[src/rtl/alu_seq_pkg.sv]
// Shared constants for the 8051 ALU issue/writeback sequencer.
// Holds the ALU opcode encoding (shared with the ALU core), the sequencer FSM
// state encoding, PSW bit positions and operand-2 source select codes.
package alu_seq_pkg;

  // ALU opcodes, identical to the encoding decoded by the ALU core.
  localparam logic [2:0] OpInc  = 3'b000;
  localparam logic [2:0] OpDec  = 3'b001;
  localparam logic [2:0] OpAdd  = 3'b010;
  localparam logic [2:0] OpAddc = 3'b011;
  localparam logic [2:0] OpSubb = 3'b100;
  localparam logic [2:0] OpOrl  = 3'b101;
  localparam logic [2:0] OpXrl  = 3'b110;
  localparam logic [2:0] OpAnl  = 3'b111;

  // Sequencer FSM states.
  localparam logic [2:0] StIdle = 3'd0;
  localparam logic [2:0] StRd1  = 3'd1;
  localparam logic [2:0] StRd2  = 3'd2;
  localparam logic [2:0] StExec = 3'd3;
  localparam logic [2:0] StWb   = 3'd4;

  // PSW bit positions.
  localparam int unsigned PswCyBit = 7;
  localparam int unsigned PswAcBit = 6;
  localparam int unsigned PswOvBit = 2;
  localparam int unsigned PswPBit  = 0;

  // Operand-2 source select; the reserved code 2'b11 behaves as SrcImm.
  localparam logic [1:0] SrcRam = 2'b00;
  localparam logic [1:0] SrcImm = 2'b01;
  localparam logic [1:0] SrcAcc = 2'b10;

  // Only the arithmetic ops update CY/AC/OV.
  function automatic logic op_writes_flags(input logic [2:0] op);
    return (op == OpAdd) || (op == OpAddc) || (op == OpSubb);
  endfunction

endpackage

[src/rtl/alu_sequencer.sv]
// Multi-cycle issue/writeback controller for the 8051 ALU core.
// Accepts one decoded request, fetches operands (ACC, internal RAM or
// immediate), drives the external combinational ALU and writes the result back
// to ACC or RAM together with PSW. Fixed 5-cycle occupancy: IDLE (accept),
// RD1, RD2, EXEC, WB.
//
// Ports:
//   clock, reset                 rising-edge clock, async active-high reset
//   req_*                        decoder request (valid/ready handshake)
//   acc_in, psw_in               current ACC / PSW, sampled on accept
//   ram_rd_*                     RAM read port, data returns one cycle later
//   ram_wr_*, acc_wr_*, psw_wr_* single-cycle writeback strobes
//   alu_opcode/op1/op2/carry_in  ALU drive, valid in EXEC and WB
//   alu_result/cy/ac/ov          ALU outputs, only used in WB
//   done                         one-cycle completion pulse in WB
//
// Build option: ALU_SEQ_PARITY_EN -- recompute PSW.P from the result whenever
// ACC is written (and write PSW for every ACC-destination op).
module alu_sequencer
  import alu_seq_pkg::*;
(
  input  logic       clock,
  input  logic       reset,
  input  logic       req_valid,
  output logic       req_ready,
  input  logic [2:0] req_op,
  input  logic       req_dst_acc,
  input  logic [7:0] req_dst_addr,
  input  logic [1:0] req_src_sel,
  input  logic [7:0] req_src_addr,
  input  logic [7:0] req_imm,
  input  logic [7:0] acc_in,
  input  logic [7:0] psw_in,
  output logic       ram_rd_en,
  output logic [7:0] ram_rd_addr,
  input  logic [7:0] ram_rd_data,
  output logic       ram_wr_en,
  output logic [7:0] ram_wr_addr,
  output logic [7:0] ram_wr_data,
  output logic       acc_wr_en,
  output logic [7:0] acc_wr_data,
  output logic       psw_wr_en,
  output logic [7:0] psw_wr_data,
  output logic [2:0] alu_opcode,
  output logic [7:0] alu_op1,
  output logic [7:0] alu_op2,
  output logic       alu_carry_in,
  input  logic [7:0] alu_result,
  input  logic       alu_cy,
  input  logic       alu_ac,
  input  logic       alu_ov,
  output logic       done
);

  logic [2:0] state_q, state_d;
  logic [2:0] op_q, op_d;
  logic       dst_acc_q, dst_acc_d;
  logic [7:0] dst_addr_q, dst_addr_d;
  logic [1:0] src_sel_q, src_sel_d;
  logic [7:0] src_addr_q, src_addr_d;
  logic [7:0] imm_q, imm_d;
  logic [7:0] acc_q, acc_d;
  logic [7:0] psw_q, psw_d;
  logic [7:0] op1_q, op1_d;
  logic [7:0] op2_q, op2_d;

  logic [7:0] op2_sel;
  logic [7:0] psw_new;

  // Operand 2 as seen during EXEC; the RAM read issued in RD2 lands here.
  always_comb begin
    op2_sel = imm_q;
    if (src_sel_q == SrcRam) begin
      op2_sel = ram_rd_data;
    end else if (src_sel_q == SrcAcc) begin
      op2_sel = acc_q;
    end
  end

  always_comb begin
    state_d    = state_q;
    op_d       = op_q;
    dst_acc_d  = dst_acc_q;
    dst_addr_d = dst_addr_q;
    src_sel_d  = src_sel_q;
    src_addr_d = src_addr_q;
    imm_d      = imm_q;
    acc_d      = acc_q;
    psw_d      = psw_q;
    op1_d      = op1_q;
    op2_d      = op2_q;
    unique case (state_q)
      StIdle: begin
        if (req_valid) begin
          op_d       = req_op;
          dst_acc_d  = req_dst_acc;
          dst_addr_d = req_dst_addr;
          src_sel_d  = req_src_sel;
          src_addr_d = req_src_addr;
          imm_d      = req_imm;
          acc_d      = acc_in;
          psw_d      = psw_in;
          state_d    = StRd1;
        end
      end
      StRd1: state_d = StRd2;
      StRd2: begin
        op1_d   = dst_acc_q ? acc_q : ram_rd_data;
        state_d = StExec;
      end
      StExec: begin
        // Latch op2 so the ALU inputs stay stable through WB.
        op2_d   = op2_sel;
        state_d = StWb;
      end
      StWb:    state_d = StIdle;
      default: state_d = StIdle;
    endcase
  end

  always_comb begin
    req_ready    = 1'b0;
    ram_rd_en    = 1'b0;
    ram_rd_addr  = '0;
    ram_wr_en    = 1'b0;
    ram_wr_addr  = '0;
    ram_wr_data  = '0;
    acc_wr_en    = 1'b0;
    acc_wr_data  = '0;
    psw_wr_en    = 1'b0;
    psw_wr_data  = '0;
    alu_opcode   = '0;
    alu_op1      = '0;
    alu_op2      = '0;
    alu_carry_in = 1'b0;
    done         = 1'b0;
    psw_new      = psw_q;
    unique case (state_q)
      StIdle: req_ready = 1'b1;
      StRd1: begin
        if (!dst_acc_q) begin
          ram_rd_en   = 1'b1;
          ram_rd_addr = dst_addr_q;
        end
      end
      StRd2: begin
        if (src_sel_q == SrcRam) begin
          ram_rd_en   = 1'b1;
          ram_rd_addr = src_addr_q;
        end
      end
      StExec: begin
        alu_opcode   = op_q;
        alu_op1      = op1_q;
        alu_op2      = op2_sel;
        alu_carry_in = psw_q[PswCyBit];
      end
      StWb: begin
        alu_opcode   = op_q;
        alu_op1      = op1_q;
        alu_op2      = op2_q;
        alu_carry_in = psw_q[PswCyBit];
        done         = 1'b1;
        if (dst_acc_q) begin
          acc_wr_en   = 1'b1;
          acc_wr_data = alu_result;
        end else begin
          ram_wr_en   = 1'b1;
          ram_wr_addr = dst_addr_q;
          ram_wr_data = alu_result;
        end
        psw_wr_en = op_writes_flags(op_q);
        if (psw_wr_en) begin
          psw_new[PswCyBit] = alu_cy;
          psw_new[PswAcBit] = alu_ac;
          psw_new[PswOvBit] = alu_ov;
        end
`ifdef ALU_SEQ_PARITY_EN
        if (dst_acc_q) begin
          psw_new[PswPBit] = ^alu_result;
          psw_wr_en        = 1'b1;
        end
`endif
        if (psw_wr_en) begin
          psw_wr_data = psw_new;
        end
      end
      default: ;
    endcase
  end

  always_ff @(posedge clock or posedge reset) begin
    if (reset) begin
      state_q    <= StIdle;
      op_q       <= '0;
      dst_acc_q  <= 1'b0;
      dst_addr_q <= '0;
      src_sel_q  <= '0;
      src_addr_q <= '0;
      imm_q      <= '0;
      acc_q      <= '0;
      psw_q      <= '0;
      op1_q      <= '0;
      op2_q      <= '0;
    end else begin
      state_q    <= state_d;
      op_q       <= op_d;
      dst_acc_q  <= dst_acc_d;
      dst_addr_q <= dst_addr_d;
      src_sel_q  <= src_sel_d;
      src_addr_q <= src_addr_d;
      imm_q      <= imm_d;
      acc_q      <= acc_d;
      psw_q      <= psw_d;
      op1_q      <= op1_d;
      op2_q      <= op2_d;
    end
  end

endmodule

[config.mk]
export PLATFORM = sky130hd
export DESIGN_NAME = alu_sequencer
export DESIGN_NICKNAME = d
export VERILOG_FILES = /design/src/rtl/alu_seq_pkg.sv /design/src/rtl/alu_sequencer.sv
export SDC_FILE = /design/constraint.sdc
export NUM_CORES = 1
export LEC_CHECK = 0
export CORE_MARGIN = 1
export CORE_UTILIZATION = 43
export CTS_BUF_LIST = sky130_fd_sc_hd__clkbuf_16
export DETAILED_ROUTE_END_ITERATION = 12
export PLACE_DENSITY = 0.84
export SKIP_LAST_GASP = 1
export SYNTH_ARGS = -nofsm -noshare
export SYNTH_HDL_FRONTEND = slang
export SYNTH_SLANG_ARGS = --single-unit
[constraint.sdc]
create_clock -name clock -period 2.8 [get_ports clock]
set_input_delay 0.7 -clock clock [delete_from_list [all_inputs] [get_ports clock]]
set_output_delay 0.7 -clock clock [all_outputs]
set_load 0.05 [all_outputs]
* After elaboration in Yosys (flattened, before gate mapping)
Index checks and enable logic that the tools add are counted.
W data, S select, Z words.
** Word-level totals
- Bits in registers :: 65
- Input port bits :: 68
- Word-level logic and storage cells :: 54
** Cells by class
- Reductions and logical operators :: 6
- Eq/ne operators :: 9
- Muxes and demuxes :: 28
** Operators with widths (number)
- $mux W8 :: 13
- $pmux W8 S2 :: 2
- $eq A3 B2 Y1 const B :: 4
- $pmux W3 S4 :: 1
- $mux W1 :: 9
- $eq A3 B3 Y1 const B :: 2
- $mux W3 :: 2
- $eq A3 B1 Y1 const B :: 1
- $logic_not A3 Y1 :: 1
- $eq A2 B2 Y1 const B :: 1
- $logic_not A2 Y1 :: 1
- $logic_or A1 B1 Y1 :: 2
- $ne A2 B2 Y1 const B :: 1
- $pmux W1 S2 :: 1
- $reduce_and A2 Y1 :: 1
- $reduce_or A2 Y1 :: 1

* Logic depth before layout (Yosys ltp)
Gate-level depths: netlist (run 1).
- Word-level depth :: 5
- Mapped depth :: 6
- Gate-level depth less buffers :: 4

* Worst setup path after synthesis (run 1)
Ideal clock, no wire load.
- Path kind :: register -> output
- Start :: reg state_q[1]
- End :: out psw_wr_data[0]
- Data arrival time :: 1792 ps
- Stages on the path, launching flop included :: 6
- Buffers on the path :: 2
- Setup slack :: 308 ps
- Cells stage by stage :: dfrtp_1 -> buf_4 -> nor3b_1 -> buf_2 -> o21a_2 -> and2_1
** Between the ends
- Word-level cells in the longest chain between the ends :: 2
** Ends and longest elaborated chain
- from (decl) :: RTL line alu_sequencer.sv:55 : logic [2:0] state_q, state_d;
- from (signal assigned) :: RTL line alu_sequencer.sv:194 : state_q <= StIdle;
- from (signal assigned) :: RTL line alu_sequencer.sv:206 : state_q <= state_d;
- $eq A3 B3 Y1 :: RTL line alu_sequencer.sv:138 : unique case (state_q)
- $mux W8 :: RTL line alu_sequencer.sv:138
- to (decl) :: RTL line alu_sequencer.sv:43 : output logic [7:0] psw_wr_data,
No other way between the ends.

* Worst setup path in the final report (run 1)
- Start :: reg state_q[2]
- End :: out psw_wr_data[0]
The elaborated chain is that of the path after synthesis.

==> results by group, run 1 <==
Outcome
  • Status: finished, final reports clean

Place
  • Final HPWL DP: about 6.5 mm
  • IO Port Bufs: between 100 and 150
  • Placed cells: about 500
  • Global placer's final weighted congestion: around 0.84
  • DP Area: between 0.005 and 0.006 mm^2

Power and ir drop
  • Static Leak: approximately 2.4 nW
  • Peak supply drop: a little under 0.7 mV
  • Pwr Total: just over 0.006 W
  • Pwr/cell area: around 1100 mW/mm^2
  • P_sw: between 0.002 and 0.0025 W
  • Int Pwr: ~0.0036 W
  • Sw Share: 40.0%
  • Power share of the clock group: approximately 17%
  • Part of the power in combinational logic: between 50 and 60%
  • Sequential share of power: between 20% and 30%

Synth
  • Async SR Flop Fraction: 100%
  • Yosys Warn Count: 0
  • Most frequent cells after synthesis: 63 x dfrtp_1, 52 x mux2_2, 32 x nand2_1, 26 x and2_1, 13 x nor2b_1
  • Primary FF master, synth: dfrtp_1
  • Net Count, Synth: 345
  • Yosys top cell area share: between 40% and 50%
  • Sequential-to-total area share from yosys stat: 49.4%
  • Top cells by area, synth: dfrtp_1 49%, mux2_2 18%, and2_1 5.1%, nand2_1 3.8%, nor2b_1 2.6%
  • Synth Area per Inst: 11.5 um^2
  • Top-count cell post-synth: dfrtp_1
  • Cell Area, Synth: ~0.0032 mm^2
  • Post-synth top area cell: dfrtp_1
  • Netlist cell types: 29
  • Post-synth EDFFs: 0
  • Post-Synthesis Cells: between 200 and 300
  • Synth Register Bits: between 60 and 70

Hold path
  • Hold_sp: op2_q[7]
  • Type of the tightest min-delay check: flop to flop
  • Hold depth: 2
  • Min-Delay Endpoint: op2_q[7]

Clock tree
  • CTS tree: done
  • CTS root buf: clkbuf_16
  • Num CTS Buffers: 9
  • Clk buf depth: 2
  • Clk_lat worst skew: approximately 0.32 ns
  • CTS HTree Levels: 3
  • Clk slew on worst S/H paths: 0.05 ns
  • Clock sink count: 63
  • Post-CTS setup buffers: 0

Detailed routing
  • Via/cell ratio: a little over 5
  • Drt pass-1 iters: 4
  • Via count: about 2.7k
  • Routed Antenna Nets: 0
  • DRC errors left: 0
  • Drt wl/cell: approximately 16 um
  • WL final: 8.45 mm
  • 1st-iter DRT viols: 77

Timing
  • Final clock skew: approximately 0.0075 ns
  • Fmax: 364 MHz
  • Crit path time final: 2.75 ns
  • Final Slew Violations: 0
  • Hold WS: 0.481 ns
  • Max_slew headroom: 53.5%
  • Crit share post-route: 98.1%
  • RSZ-0062 raised after global routing: true
  • Final number of hold-violating endpoints: 0
  • Final setup viols: 0
  • Least-Margin Pin Slew: between 0.6 and 0.7 ns

Critical path
  • Crit path DAT: roughly 2.1 ns
  • Worst EP required: between 2 and 2.5 ns
  • Reg2reg setup slack: 1.11 ns
  • Reg2reg start: state_q[1]
  • CP max FO: 10
  • Reg2reg end: acc_q[7]
  • R2R depth: 4
  • CP Launch Type: flop
  • CP endpoint kind: output pin
  • Worst Setup Path Type: flop to output pin

Floorplanning
  • Die Width: between 80 and 90 um
  • Num rows: 31
  • Initial core utilization: between 40% and 50%
  • Full die area: 0.00777 mm^2
  • Die Ht: 88.1 um
  • Core Area: between 0.007 and 0.008 mm^2
  • Boundary Pins: approximately 130

Global routing
  • Largest net degree at the start of global routing: 33
  • Initial antenna violation count: 0
  • Total GRT Usage: about 23%
  • Vias in the first global route: 2642
  • First-pass GRT wire length: roughly 13 mm
  • Total gr overflow: 0

Layout
  • Design Area, Final: 0.00541 mm^2
  • Fin nets: between 400 and 500
  • Syn-to-layout area delta: 69.7%
  • Share of cells above drive strength 1: between 30% and 40%
  • Final core utilization: roughly three quarters
  • # diodes: 0
  • Fin cells: 513

Run
  • Max Cap Viol: 0
## routing by layer
layer | wire (um) | global-route usage, %
met3 | 626 | 4.81
met4 | 179 | 11.9
met2 | 4470 | 41.6
met1 | 3170 | 24.0
met5 | 0 | 0
## through the flow
| stage | setup slack (ns) | TNS (ns) |
|---|---|---|
| floorplan | 0.308 | 0 |
| CTS | 0.0196 | 0 |
| global route | -0.0486 | -0.664 |
| global placement | 0.165 | 0 |
| finish | 0.0536 | 0 |
| detailed placement | 0.125 | 0 |
## sequential cells by signal, indices dropped and copies added, names as in the netlist
register    flops
dst_addr_q      8
op2_q           8
src_addr_q      8
op_q            3
psw_q           6
imm_q           8
op1_q           8
state_q         3
dst_acc_q       1
src_sel_q       2
acc_q           8
## cell type report
cell class,instances,area (um^2)
inverters,2,7.51
clock buffers,9,225
repair buffers,140,1940
well taps,99,124
clock inverters,6,52.6
flip-flops and latches,63,1580
multi-input cells,194,1490
fillers,458,1800
## worst max-delay path: stages, from the launching register on
cell	delay, ns
dfrtp_1	0.50
nor3b_2	0.36
buf_4	0.24
o21a_2	0.25
and2_1	0.22
buf_12	0.15
## worst max path at each step
| stage | start | end | depth (start not counted) |
|---|---|---|---|
| 3_3_place_gp | state_q[2] | alu_op1[6] | 5 |
| 3_5_place_dp | state_q[2] | alu_opcode[2] | 5 |
| 2_1_floorplan | state_q[1] | psw_wr_data[0] | 5 |
| 4_1_cts | state_q[2] | ram_wr_addr[7] | 4 |
| 5_1_grt | state_q[2] | psw_wr_data[0] | 5 |
| 6_report | state_q[2] | psw_wr_data[0] | 5 |
## power groups by stage
| stage | sequential (W) | combinational [W] | clock (W) |
|---|---|---|---|
| after global routing | 0.00185 | 0.00339 | 0.00110 |
| after detailed placement | 0.00180 | 0.00323 | 0 |
| after CTS | 0.00179 | 0.00325 | 0.00106 |
| after global placement | 0.00175 | 0.00315 | 0 |
| after floorplan | 0.00156 | 0.00221 | 0 |
| final | 0.00179 | 0.00321 | 0.00104 |
## cell families after synthesis
group	count (synthesis)	synth area share, %
buffers and inverters	20	4.31
AO/OA/AOI/OAI	25	5.61
flip-flops	63	49.4
AND/OR/NAND/NOR	108	19.5
XOR/XNOR	1	0.275
multiplexers	60	20.9
## cell usage in the layout (no fill, tap or decap), types with 9 or more instances in the layout
cell type        Yosys  routed
clkdlybuf4s50_1      0      66
dfrtp_1             63      63
buf_12               0      58
mux2_2              52      52
nand2_1             32      32
and2_1              26      25
buf_4                3      16
nor2b_1             13      13
nor2_1              11      10
clkbuf_16            0       9
## timing repair
item / CTS / global route
hold buffers: 0 / 0
cloned: 0 / 0
setup endpoints to repair: 12 / 37
gates resized for setup: 1 / 1
No activity file was read; power rests on OpenSTA's default activity.
==> inputs of run 2 (changes only) <==
--- a/config.mk
+++ b/config.mk
@@ -7,9 +7,9 @@
 export LEC_CHECK = 0
 export CORE_MARGIN = 1
 export CORE_UTILIZATION = 43
-export CTS_BUF_LIST = sky130_fd_sc_hd__clkbuf_16
 export DETAILED_ROUTE_END_ITERATION = 12
 export PLACE_DENSITY = 0.84
+export SKIP_CTS_REPAIR_TIMING = 1
 export SKIP_LAST_GASP = 1
 export SYNTH_ARGS = -nofsm -noshare
 export SYNTH_HDL_FRONTEND = slang
==> run 2 against run 1 <==
  * Setup slack improved by 0.020 ns
  * Clock skew is 0.0025 ns lower
  * Wire length shrank 2.0%
  * Critical path depth decreased by 1
  * Sequential share of layout area increased by 0.43 points
  * Sequential power hardly changed
  * Combinational power is essentially flat
  * First-iteration DRC count down 30%
  * Critical endpoint is now ram_rd_addr[3]
==> results by group, run 2 (synthesized netlist as in run 1, its figures left out) <==
Outcome
  • Status: finished, final reports clean (unchanged)

Critical path
  • Worst Setup Path Type: flop to output pin (unchanged)
  • CP Launch Type: flop (unchanged)
  • Crit path DAT: 2.03 ns (was 2.05 ns)
  • CP max FO: 9 (was 10)
  • Reg2reg end: acc_q[7] (unchanged)
  • R2R depth: 4 (unchanged)
  • Reg2reg setup slack: 1.08 ns (was 1.11 ns)
  • Worst EP required: 2.10 ns (about the same)
  • CP endpoint kind: output pin (unchanged)
  • Reg2reg start: state_q[1] (unchanged)

Layout
  • Fill cell count: 482 (was 458)
  • # diodes: 0 (unchanged)
  • Syn-to-layout area delta: 67.4% (was 69.7%)
  • Final core utilization: 74.0% (was 75.0%)
  • Fin nets: 478 (unchanged)
  • Share of cells above drive strength 1: 37.4% (was 36.7%)
  • Design Area, Final: 0.00534 mm^2 (was 0.00541 mm^2)
  • Commonest non-fill, non-tap cells in the layout: 66 x clkdlybuf4s50_1, 62 x dfrtp_1, 58 x buf_12, 52 x mux2_2, 32 x nand2_1 (was 66 x clkdlybuf4s50_1, 63 x dfrtp_1, 58 x buf_12, 52 x mux2_2, 32 x nand2_1)
  • Storage cell area: 0.00158 mm^2 (about the same)
  • Area of the multi-input gates: 0.00149 mm^2 (about the same)
  • Commonest non-fill, non-tap cell in the layout: clkdlybuf4s50_1 (unchanged)
  • Fin cells: 513 (unchanged)

Timing
  • Crit share post-route: 97.4% (was 98.1%)
  • Final setup viols: 0 (unchanged)
  • Post-route worst setup slack: 0.0739 ns (was 0.0536 ns)
  • Final clock skew: 0.00499 ns (was 0.00746 ns)
  • Final number of hold-violating endpoints: 0 (unchanged)
  • Least-Margin Pin Slew: 0.694 ns (was 0.697 ns)
  • Fmax: 367 MHz (was 364 MHz)
  • Final Slew Violations: 0 (unchanged)
  • RSZ-0062 raised after global routing: true (unchanged)
  • Max_slew headroom: 53.7% (was 53.5%)
  • Crit path time final: 2.73 ns (was 2.75 ns)

Detailed routing
  • Via/cell ratio: 5.14 (was 5.18)
  • Drt pass-1 iters: 4 (unchanged)
  • Drt wl/cell: 16.1 um (was 16.5 um)
  • DRC errors left: 0 (unchanged)
  • Routed Antenna Nets: 0 (unchanged)
  • Via count: 2639 (was 2659)
  • WL final: 8.28 mm (was 8.45 mm)
  • 1st-iter DRT viols: 54 (was 77)

Hold path
  • Type of the tightest min-delay check: flop to flop (unchanged)
  • Hold depth: 2 (unchanged)
  • Hold_sp: op2_q[6] (was op2_q[7])
  • Min-Delay Endpoint: op2_q[6] (was op2_q[7])

Clock tree
  • CTS root buf: clkbuf_8 (was clkbuf_16)
  • Clk slew on worst S/H paths: 0.06 ns (was 0.05 ns)
  • Clk buf depth: 2 (unchanged)
  • Num CTS Buffers: 9 (unchanged)
  • Clk_lat worst skew: 0.33 ns (was 0.32 ns)
  • CTS tree: done (unchanged)
  • Clock sink count: 63 (unchanged)
  • CTS HTree Levels: 3 (unchanged)

Global routing
  • Most Used Layer, Global Route: met2 (unchanged)
  • Met1 Use GR: 23.5% (was 24.0%)
  • Initial antenna violation count: 0 (unchanged)
  • First-pass GRT wire length: 12.5 mm (was 12.9 mm)
  • Vias in the first global route: 2600 (was 2642)
  • Total gr overflow: 0 (unchanged)
  • Total GRT Usage: 21.8% (was 22.5%)
  • Met3 Usage GRT: 5.37% (was 4.81%)
  • GRT met2 Usage: 40.2% (was 41.6%)
  • Largest net degree at the start of global routing: 33 (unchanged)

Place
  • Final HPWL DP: 6.47 mm (unchanged)
  • DP Area: 0.00513 mm^2 (unchanged)
  • Global placer's final weighted congestion: 0.836 (unchanged)
  • IO Port Bufs: 131 (unchanged)
  • Placed cells: 498 (unchanged)
  • Placement Setup Slack: 0.125 ns (unchanged)

Power and ir drop
  • Peak supply drop: 0.596 mV (was 0.691 mV)
  • Static Leak: 2.33 nW (was 2.37 nW)
  • Pwr/cell area: 1080 mW/mm^2 (was 1120 mW/mm^2)

Floorplanning
  • Die Width: 88.1 um (unchanged)
  • Core Area: 0.00721 mm^2 (unchanged)
  • Boundary Pins: 134 (unchanged)
  • Num rows: 31 (unchanged)
  • Full die area: 0.00777 mm^2 (unchanged)
  • Initial core utilization: 44.2% (unchanged)
  • Die Ht: 88.1 um (unchanged)

Run
  • Max Cap Viol: 0 (unchanged)
==> run 2: power breakdown <==
part	total (W)	internal [W]	switching (W)
logic	0.00321	0.00157	0.00164
clock network	0.000778	0.000450	0.000328
registers	0.00179	0.00138	0.000405
total	0.00578	0.00340	0.00238
==> run 2: final cells by class <==
cell class	count	share of cell area [%]
clock buffers	11	2.84
clock inverters	4	0.844
inverters	2	0.141
multi-input cells	194	27.9
flip-flops and latches	63	29.6
well taps	99	2.32
repair buffers	140	36.4
==> run 2: worst max-delay path: stages, from the launching register on <==
cell     delay, ns
dfrtp_1       0.57
nor3b_4       0.27
nor3b_4       0.44
a22o_1        0.26
buf_12        0.15
==> run 2: worst max path at each step <==
stage,start,endpoint,slack [ns],depth (start not counted)
after global placement,state_q[2],alu_op1[6],0.16,5
after floorplan,state_q[1],psw_wr_data[0],0.31,5
after global routing,state_q[0],alu_opcode[2],-0.03,5
final,state_q[1],ram_rd_addr[3],0.07,4
after CTS,state_q[2],alu_opcode[2],-0.25,5
after detailed placement,state_q[2],alu_opcode[2],0.13,5
==> run 2: per-stage QoR <==
step	hold WS (ns)	setup TNS, ns	total power (W)
floorplan	0.447	0	0.00377
global placement	0.458	0	0.00491
detailed placement	0.468	0	0.00502
CTS	0.483	-2.66	0.00581
global route	0.512	-0.372	0.00608
finish	0.485	0	0.00578
==> run 2: routing by layer <==
layer  wire, um  up-vias
met2       4340      116
met3        626       15
li1           -     1212
met1       3160     1296
met4        148        0
met5          0        -
==> inputs of run 3 (changes only) <==
--- a/config.mk
+++ b/config.mk
@@ -6,9 +6,9 @@
 export NUM_CORES = 1
 export LEC_CHECK = 0
 export CORE_MARGIN = 1
-export CORE_UTILIZATION = 43
+export CORE_UTILIZATION = 39
 export DETAILED_ROUTE_END_ITERATION = 12
-export PLACE_DENSITY = 0.84
+export PLACE_DENSITY = 0.8
 export SKIP_CTS_REPAIR_TIMING = 1
 export SKIP_LAST_GASP = 1
 export SYNTH_ARGS = -nofsm -noshare
==> constraint.sdc (replaced) <==
create_clock -name clock -period 2.2 [get_ports clock]
set_input_delay 0.55 -clock clock [delete_from_list [all_inputs] [get_ports clock]]
set_output_delay 0.55 -clock clock [all_outputs]
set_load 0.05 [all_outputs]
==> run 3 against run 2 <==
  * The run now ends with setup timing left
  * Wire length up 17%
  * Largest power group unchanged
  * Global-route usage down 0.090 points
  * Hold slack better by 0.0013 ns
  * Clock power up 63%
  * Highest routed layer unchanged
  * Non-clock buffer count up 29
  * Flip-flop and latch count unchanged
==> results by group, run 3 (synthesized netlist as in run 1, its figures left out) <==
Critical path
  • Crit path to: acc_wr_data[3] (was ram_rd_addr[3])
  • Slowest CP cell: dfrtp_2 (was dfrtp_1)
  • CP startpoint: state_q[0] (was state_q[1])
  • CP dominant cell by count: buf_6 (was nor3b_4)
  • Crit path DAT: 1.81 ns (was 2.03 ns)
  • Reg2reg setup slack: 0.38 ns (was 1.08 ns)
  • CP endpoint kind: output pin (unchanged)
  • Reg2reg end: psw_q[5] (was acc_q[7])
  • CP cell instances: nor3b_4 -> buf_4 -> buf_6 -> buf_6 -> and3_4 -> buf_12 (was nor3b_4 -> nor3b_4 -> a22o_1 -> buf_12)
  • Worst EP required: 1.65 ns (was 2.10 ns)
  • Worst Setup Path Type: flop to output pin (unchanged)
  • CP Launch Type: flop (unchanged)
  • CP max FO: 7 (was 9)
  • R2R depth: 5 (was 4)
  • Reg2reg start: state_q[2] (was state_q[1])
  • Max stage delay on crit path: 0.49 ns (was 0.57 ns)

Layout
  • Fill cell count: 452 (was 482)
  • # diodes: 0 (unchanged)
  • Storage cell area: 0.00158 mm^2 (about the same)
  • Design Area, Final: 0.00604 mm^2 (was 0.00534 mm^2)
  • Area of the multi-input gates: 0.00170 mm^2 (was 0.00149 mm^2)
  • Commonest non-fill, non-tap cell in the layout: buf_12 (was clkdlybuf4s50_1)
  • Share of cells above drive strength 1: 52.6% (was 37.4%)
  • Syn-to-layout area delta: 89.3% (was 67.4%)
  • Fin cells: 547 (was 513)
  • Commonest non-fill, non-tap cells in the layout: 68 x buf_12, 60 x dfrtp_1, 58 x clkdlybuf4s50_1, 52 x mux2_2, 32 x nand2_1 (was 66 x clkdlybuf4s50_1, 62 x dfrtp_1, 58 x buf_12, 52 x mux2_2, 32 x nand2_1)
  • Fin nets: 508 (was 478)

Global routing
  • First-pass GRT wire length: 14.1 mm (was 12.5 mm)
  • Total GRT Usage: 21.7% (was 21.8%)
  • Total gr overflow: 0 (unchanged)
  • Vias in the first global route: 2810 (was 2600)
  • Initial antenna violation count: 0 (unchanged)
  • Largest net degree at the start of global routing: 48 (was 33)

Detailed routing
  • WL met3: 525 um (was 626 um)
  • Via/cell ratio: 5.05 (was 5.14)
  • Drt pass-1 iters: 4 (unchanged)
  • Routed Antenna Nets: 0 (unchanged)
  • Via count: 2763 (was 2639)
  • Highest metal used: met4 (unchanged)
  • DRT met1 WL: 3.83 mm (was 3.16 mm)
  • 1st-iter DRT viols: 88 (was 54)
  • Met2 routed WL: 5.09 mm (was 4.34 mm)
  • Drt wl/cell: 17.6 um (was 16.1 um)
  • WL final: 9.65 mm (was 8.28 mm)
  • DRC errors left: 0 (unchanged)

Place
  • IO Port Bufs: 131 (unchanged)
  • DP Area: 0.00537 mm^2 (was 0.00513 mm^2)
  • Global placer's final weighted congestion: 0.793 (was 0.836)
  • Final HPWL DP: 6.52 mm (was 6.47 mm)
  • Placed cells: 511 (was 498)

Floorplanning
  • Die Ht: 92.4 um (was 88.1 um)
  • Initial core utilization: 40.8% (was 44.2%)
  • Core Area: 0.00781 mm^2 (was 0.00721 mm^2)
  • Num rows: 32 (was 31)
  • Die Width: 92.4 um (was 88.1 um)
  • Full die area: 0.00854 mm^2 (was 0.00777 mm^2)
  • Boundary Pins: 134 (unchanged)

Timing
  • Fmax: about 420 MHz
  • Crit path time final: between 2 and 2.5 ns
  • RSZ-0062 raised after global routing: true (unchanged)
  • Final setup viols: 62 (was 0)
  • Hold WS: 0.486 ns (was 0.485 ns)
  • Setup TNS: -6.36 ns (was 0 ns)
  • Post-route worst setup slack: -0.163 ns (was 0.0739 ns)
  • Final Slew Violations: 0 (unchanged)
  • Max_slew headroom: 65.9% (was 53.7%)
  • Final clock skew: 0.00910 ns (was 0.00499 ns)
  • Least-Margin Pin Slew: 0.510 ns (was 0.694 ns)
  • Crit share post-route: 107%
  • Final number of hold-violating endpoints: 0 (unchanged)

Power and ir drop
  • Pwr/cell area: 1420 mW/mm^2 (was 1080 mW/mm^2)
  • Static Leak: 2.70 nW (was 2.33 nW)
  • Pwr Total: 0.00860 W (was 0.00578 W)
  • Peak supply drop: 1.06 mV (was 0.596 mV)

Clock tree
  • Num CTS Buffers: 9 (unchanged)
  • Clock sink count: 63 (unchanged)
  • Clk slew on worst S/H paths: 0.07 ns (was 0.06 ns)
  • Clk buf depth: 2 (unchanged)
  • CTS root buf: clkbuf_8 (unchanged)
  • CTS HTree Levels: 3 (unchanged)
  • Clk_lat worst skew: 0.34 ns (was 0.33 ns)
  • CTS tree: done (unchanged)

Run
  • Max Cap Viol: 0 (unchanged)

Outcome
  • Violated checks: setup timing
  • Status: finished, violations left (was finished, final reports clean)

Hold path
  • Type of the tightest min-delay check: flop to flop (unchanged)
[run 3: cell types whose count changed in the layout (fill, tap and decap cells not counted), sizes merged]
cell,change
buf,+29
clkinv,-1
bufinv,+2
o21a,+1
clkbuf,+1
dlymetal6s2s,+7
clkdlybuf4s50,-8
[run 3: area by class of cell]
| class | instances | area share [%] |
|---|---|---|
| repair buffers | 169 | 39.2 |
| multi-input cells | 195 | 28.2 |
| flip-flops and latches | 63 | 26.2 |
| clock buffers | 11 | 2.51 |
| well taps | 102 | 2.11 |
| clock inverters | 5 | 1.72 |
| inverters | 2 | 0.124 |
[run 3: routing by layer]
| layer | vias up | global-route usage (%) |
|---|---|---|
| met3 | 18 | 4.43 |
| li1 | 1278 | - |
| met1 | 1367 | 25.3 |
| met4 | 0 | 9.64 |
| met2 | 100 | 38.3 |
| met5 | - | 0 |
[run 3: stage by stage]
step / util, % / setup WS, ns
6_report: 77.3 / -0.163
5_1_grt: 77.3 / -0.229
4_1_cts: 72.0 / -0.338
3_5_place_dp: 68.8 / -0.151
3_3_place_gp: 68.8 / -0.132
2_1_floorplan: - / -0.110
[run 3: critical path: cells and delay by family, from the launching register on]
kind | cells | cell delay (ns)
AND/OR/NAND/NOR | 2 | 0.45
flip-flops | 1 | 0.49
buffers and inverters | 4 | 0.54
[run 3: how the worst min path moves through the flow]
stage / startpoint / end / slack (ns) / cells past startpoint
floorplan: op2_q[0] / op2_q[0] / 0.45 / 2
global placement: op2_q[7] / op2_q[7] / 0.46 / 2
detailed placement: op2_q[0] / op2_q[0] / 0.47 / 2
CTS: op2_q[7] / op2_q[7] / 0.49 / 2
global route: op2_q[7] / op2_q[7] / 0.52 / 2
finish: op2_q[4] / op2_q[4] / 0.49 / 2
[run 3: where the power goes]
group	internal, W	total, W	switching [W]
Sequential	0.00177	0.00221	0.000440
Clock	0.000814	0.00127	0.000451
Combinational	0.00264	0.00513	0.00249
